`src/rtl/data_mem_responder.sv`:
```
// Single-port word memory behind a valid/ready request port with a fixed wait-state response.
// Optional per-type response counters are built when DMEM_RESP_STATS_EN is defined.
module data_mem_responder #(
  parameter int DATA_WIDTH  = 32,
  parameter int DEPTH       = 64,
  parameter int WAIT_CYCLES = 2
) (
  input  logic                  clk,
  input  logic                  rst,
  input  logic                  req_valid,
  output logic                  req_ready,
  input  logic                  req_we,
  input  logic [31:0]           req_addr,
  input  logic [DATA_WIDTH-1:0] req_wdata,
  output logic                  rsp_valid,
  output logic [DATA_WIDTH-1:0] rsp_rdata,
  output logic                  rsp_err
`ifdef DMEM_RESP_STATS_EN
  ,
  output logic [15:0]           rd_count,
  output logic [15:0]           wr_count,
  output logic [15:0]           err_count
`endif
);

  localparam int          AW         = (DEPTH > 1) ? $clog2(DEPTH) : 1;
  localparam logic [3:0]  CNT_INIT   = (WAIT_CYCLES == 0) ? 4'd0 : 4'(WAIT_CYCLES - 1);
  localparam logic [32:0] ADDR_LIMIT = 33'(4 * DEPTH);

  typedef enum logic [1:0] {IDLE, WAIT, RESP} state_t;

  typedef struct packed {
    logic                  we;
    logic [31:0]           addr;
    logic [DATA_WIDTH-1:0] wdata;
  } req_t;

  state_t                state, state_nxt;
  logic [3:0]            cnt;
  req_t                  req_q;
  logic [DATA_WIDTH-1:0] mem [DEPTH];
  logic                  hs, req_err, commit;
  logic [AW-1:0]         idx;

  assign hs      = req_valid && req_ready;
  assign idx     = req_q.addr[AW+1:2];
  assign req_err = (req_q.addr[1:0] != 2'b00) || ({1'b0, req_q.addr} >= ADDR_LIMIT);

  always_ff @(posedge clk) begin
    if (rst) state <= IDLE;
    else     state <= state_nxt;
  end

  always_ff @(posedge clk) begin
    if (rst) begin
      cnt   <= '0;
      req_q <= '0;
    end else if (hs) begin
      req_q <= '{we: req_we, addr: req_addr, wdata: req_wdata};
      cnt   <= CNT_INIT;
    end else if (state == WAIT && cnt != 4'd0) begin
      cnt <= cnt - 4'd1;
    end
  end

  // Response is gated by rst so a reset landing in RESP neither strobes nor commits.
  always_comb begin
    state_nxt = state;
    req_ready = 1'b0;
    rsp_valid = 1'b0;
    rsp_err   = 1'b0;
    rsp_rdata = '0;
    commit    = 1'b0;
    case (state)
      IDLE: begin
        req_ready = 1'b1;
        if (req_valid) state_nxt = (WAIT_CYCLES == 0) ? RESP : WAIT;
      end
      WAIT: begin
        if (cnt == 4'd0) state_nxt = RESP;
      end
      RESP: begin
        state_nxt = IDLE;
        if (!rst) begin
          rsp_valid = 1'b1;
          rsp_err   = req_err;
          if (!req_err && !req_q.we) rsp_rdata = mem[idx];
          commit    = !req_err && req_q.we;
        end
      end
      default: state_nxt = IDLE;
    endcase
  end

  // Storage is deliberately outside reset so contents survive it.
  always_ff @(posedge clk) begin
    if (commit) mem[idx] <= req_q.wdata;
  end

`ifdef DMEM_RESP_STATS_EN
  function automatic logic [15:0] sat_inc(input logic [15:0] v);
    return (v == 16'hFFFF) ? v : v + 16'd1;
  endfunction

  always_ff @(posedge clk) begin
    if (rst) begin
      rd_count  <= '0;
      wr_count  <= '0;
      err_count <= '0;
    end else if (rsp_valid) begin
      if (rsp_err)       err_count <= sat_inc(err_count);
      else if (req_q.we) wr_count  <= sat_inc(wr_count);
      else               rd_count  <= sat_inc(rd_count);
    end
  end
`endif

endmodule

```
`config.mk`:
```
export PLATFORM = sky130hd
export DESIGN_NAME = data_mem_responder
export DESIGN_NICKNAME = d
export VERILOG_FILES = /design/src/rtl/data_mem_responder.sv
export SDC_FILE = /design/constraint.sdc
export NUM_CORES = 2
export LEC_CHECK = 0
export CORE_ASPECT_RATIO = 1.2
export CORE_MARGIN = 5
export CORE_UTILIZATION = 62
export DETAILED_ROUTE_END_ITERATION = 12
export PLACE_DENSITY_LB_ADDON = 0.15
export SLEW_MARGIN = 10
export SYNTH_ARGS = -nofsm -noshare
export SYNTH_HDL_FRONTEND = slang
export SYNTH_SLANG_ARGS = --single-unit
```
`constraint.sdc`:
```
create_clock -name clk -period 5 [get_ports clk]
set_input_delay 1 -clock clk [delete_from_list [all_inputs] [get_ports clk]]
set_output_delay 1 -clock clk [all_outputs]
set_load 0.02 [all_outputs]
```
==> flow_summary.json <==
{
  "dp_hpwl_microns": 121000,
  "relSlewSlack_pct": 11.9,
  "fin_area_sq_um": 92600,
  "cts_buffers": 194,
  "period_share_pct": 99.3,
  "holdBufCountCts": 0,
  "synthFlopType": "edfxtp_1",
  "p_switching_mw": 7.77,
  "die_h_microns": 408,
  "gp_congestion": 0.835,
  "cp_top_family": "compound AO/OA/AOI/OAI gates",
  "setup_ws_ns": 0.0343,
  "ir_worst_vdd_mv": 0.269,
  "start_kind": "flop",
  "placed_area_sq_um": 86100,
  "yosys_warnings": 0,
  "p_int_mw": 28.5,
  "finalMaxSlewViolations": 0,
  "hp-class": "reg2reg",
  "synthesis.nets": 3898,
  "yosysMostFrequentCell": "edfxtp_1",
  "drive_above_1_share_pct": 26.2,
  "cpPeakStageDelay_ns": 0.63,
  "netlist_area_sq_um": 81700,
  "swShare_pct": 21.4,
  "leakagePower_nw": 28.4,
  "first_global_vias": 41200,
  "drc": 0,
  "rsz0062_at_grt": "true",
  "num_rows": 146,
  "clockBufferDepth": 3,
  "pin_count": 103,
  "hold_viol": 0,
  "maxCapViolations": 0,
  "antenna_found_initial": 10,
  "gr-usage-all-layers_pct": 31.1,
  "p_clk_share_pct": 39.5,
  "avgRoutedWirePerCell_microns": 35.8,
  "worst_r2r_path_depth": 8,
  "dr.pass1.iters": 5,
  "cts_tree": "done",
  "synthToLayoutAreaGrowth_pct": 13.4,
  "crit_slowest_cell": "dfxtp_4",
  "ys_top_cells_by_area": "edfxtp_1, mux4_2, mux2i_1",
  "clk_latency_ns": 0.82,
  "cts_sinks": 2125,
  "synth_common_cells": "edfxtp_1, mux4_2, nand2_1, mux2i_1, nor2_1",
  "place_ws_ns": 0.257,
  "via_per_inst": 6.96,
  "synth_cells": 3829,
  "ys_seq_elements": 2125,
  "setup_viol": 0,
  "yosysUniqueCellTypes": 62,
  "cp_cell_sequence": "nand2b_1, a221oi_1, o21ai_0, o21ai_0, o22ai_1, buf_4, a311oi_1, buf_4, buf_12",
  "comb_power_share_pct": 5.9,
  "cts_root_buf": "clkbuf_16",
  "ys_seq_area_share_pct": 77.2,
  "io_buffer_count": 102,
  "synth_top_area_share_pct": 75.3,
  "holdPathStages": 2,
  "crit_cells": 9,
  "yosysTopAreaCell": "edfxtp_1",
  "worstSetupPathType": "reg2out",
  "worst_slew_pin_slew_ns": 1.32,
  "overflow": 0,
  "crit_fanout": 21,
  "ant_nets": 0,
  "cellPowerDensity_nw_per_um2": 392,
  "clock_skew_ns": 0.0235,
  "fill_cells": 7850,
  "final.min_clock_period_ns": 4.97,
  "worstPathArrival_ns": 3.97,
  "dieArea_sq_um": 139000,
  "p_total_mw": 36.3,
  "drt_first_iter_violations": 5963,
  "fmax_ghz": 0.201,
  "cp.required_ns": 4.00,
  "clk_pin_slew_worst_paths_ns": 0.06,
  "async_flop_share_pct": 0,
  "dr_total_vias": 41700,
  "grt_max_degree": 72,
  "fin_setup_tns_ns": 0,
  "synth-edff-count": 2048,
  "core_area_sq_um": 132000,
  "grt_pass1_wl_microns": 305000,
  "htreeDepth": 4,
  "avgSynthCellArea_sq_um": 21.3,
  "path_buf_inv": 3,
  "seqPwrFrac_pct": 54.6,
  "drt-total-wl_microns": 215000,
  "fin_nets": 4204,
  "die_w_microns": 341,
  "endpoint_kind": "primary output",
  "start_util_pct": 62.1,
  "status": "completed"
}
[power groups by stage]
stage	Clock (mW)	Sequential, mW	Combinational, mW
after floorplan	0	20.2	1.27
after global placement	0	20.2	2.00
after detailed placement	0	20.2	2.02
after CTS	14.5	19.8	2.09
after global routing	15.3	19.8	2.23
final	14.3	19.8	2.13
[cell families (layout without fill, tap and decap cells)]
group                    count (synthesis)  count (layout)  synth area share [%]
AND/OR/NAND/NOR                        462             462                  2.42
other                                    0               1                     0
buffers and inverters                  227             690                  1.82
adder cells (fa/ha/maj)                  1               1                0.0153
flip-flops                            2125            2125                  77.2
XOR/XNOR                                 2               2                0.0215
AO/OA/AOI/OAI                          323             323                  2.77
multiplexers                           689             689                  15.8
[worst min-delay path, cell delays in order (launching register included)]
cell and delay, ns:
dfxtp_2 0.31, nand2_1 0.05, a21oi_1 0.05
[layout by cell type, fill, tap and decap left out, types with 41 or more instances in the layout]
cell type        count
nor2_1              49
buf_4              186
clkbuf_1            41
edfxtp_1          2048
nand2_1            227
clkbuf_16          204
mux4_2             467
clkdlybuf4s50_1     77
a21oi_1             99
buf_12              50
mux2i_1            212
clkinv_1            54
nor2_4              65
[sequential cells by signal, indices dropped and copies added (netlist names), named ones only]
name / count
cnt: 4
idx: 6
mem: 2048
req_q: 59
state: 2
[final timing paths]
path,startpoint,endpoint,slack [ns]
hold / removal,req_q[3],req_q[3],0.45
hold reg to reg,req_q[3],req_q[3],0.45
setup / recovery,flop,rsp_rdata[20],0.03
setup reg to reg,req_q[32],mem[45][18],1.38
[through the flow]
step	cells	util [%]	hold slack, ns
finish	5995	70.4	0.453
global route	5994	70.4	0.474
CTS	5991	70.3	0.454
detailed placement	5627	65.5	0.445
global placement	5627	65.5	0.441
floorplan	3829	-	0.436
[layer usage]
| layer | vias up | track usage, % | wire (microns) |
|---|---|---|---|
| met5 | - | 0 | 41 |
| met4 | 6 | 9.95 | 6960 |
| met3 | 403 | 6.34 | 24100 |
| met2 | 2836 | 49.6 | 105000 |
| met1 | 21900 | 44.5 | 78700 |
| li1 | 16600 | - | - |
[repair_timing]
item	in CTS	in global routing
endpoints found under the setup margin	29	16
buffers inserted	10	1
cloned	1	2
pin swaps	0	1
resized for setup	20	15
[final cells by class]
type / instances / area, sq um / share of cell area, %
sequential: 2125 / 63100 / 68.1
multi-input combinational: 1477 / 17800 / 19.2
clock buffer: 247 / 5250 / 5.67
timing repair buffer: 328 / 3500 / 3.78
tap: 1702 / 2130 / 2.30
clock inverter: 106 / 817 / 0.882
inverter: 9 / 38.8 / 0.0419
antenna: 1 / 2.50 / 0.00270
(Power assumes the default switching activity.)
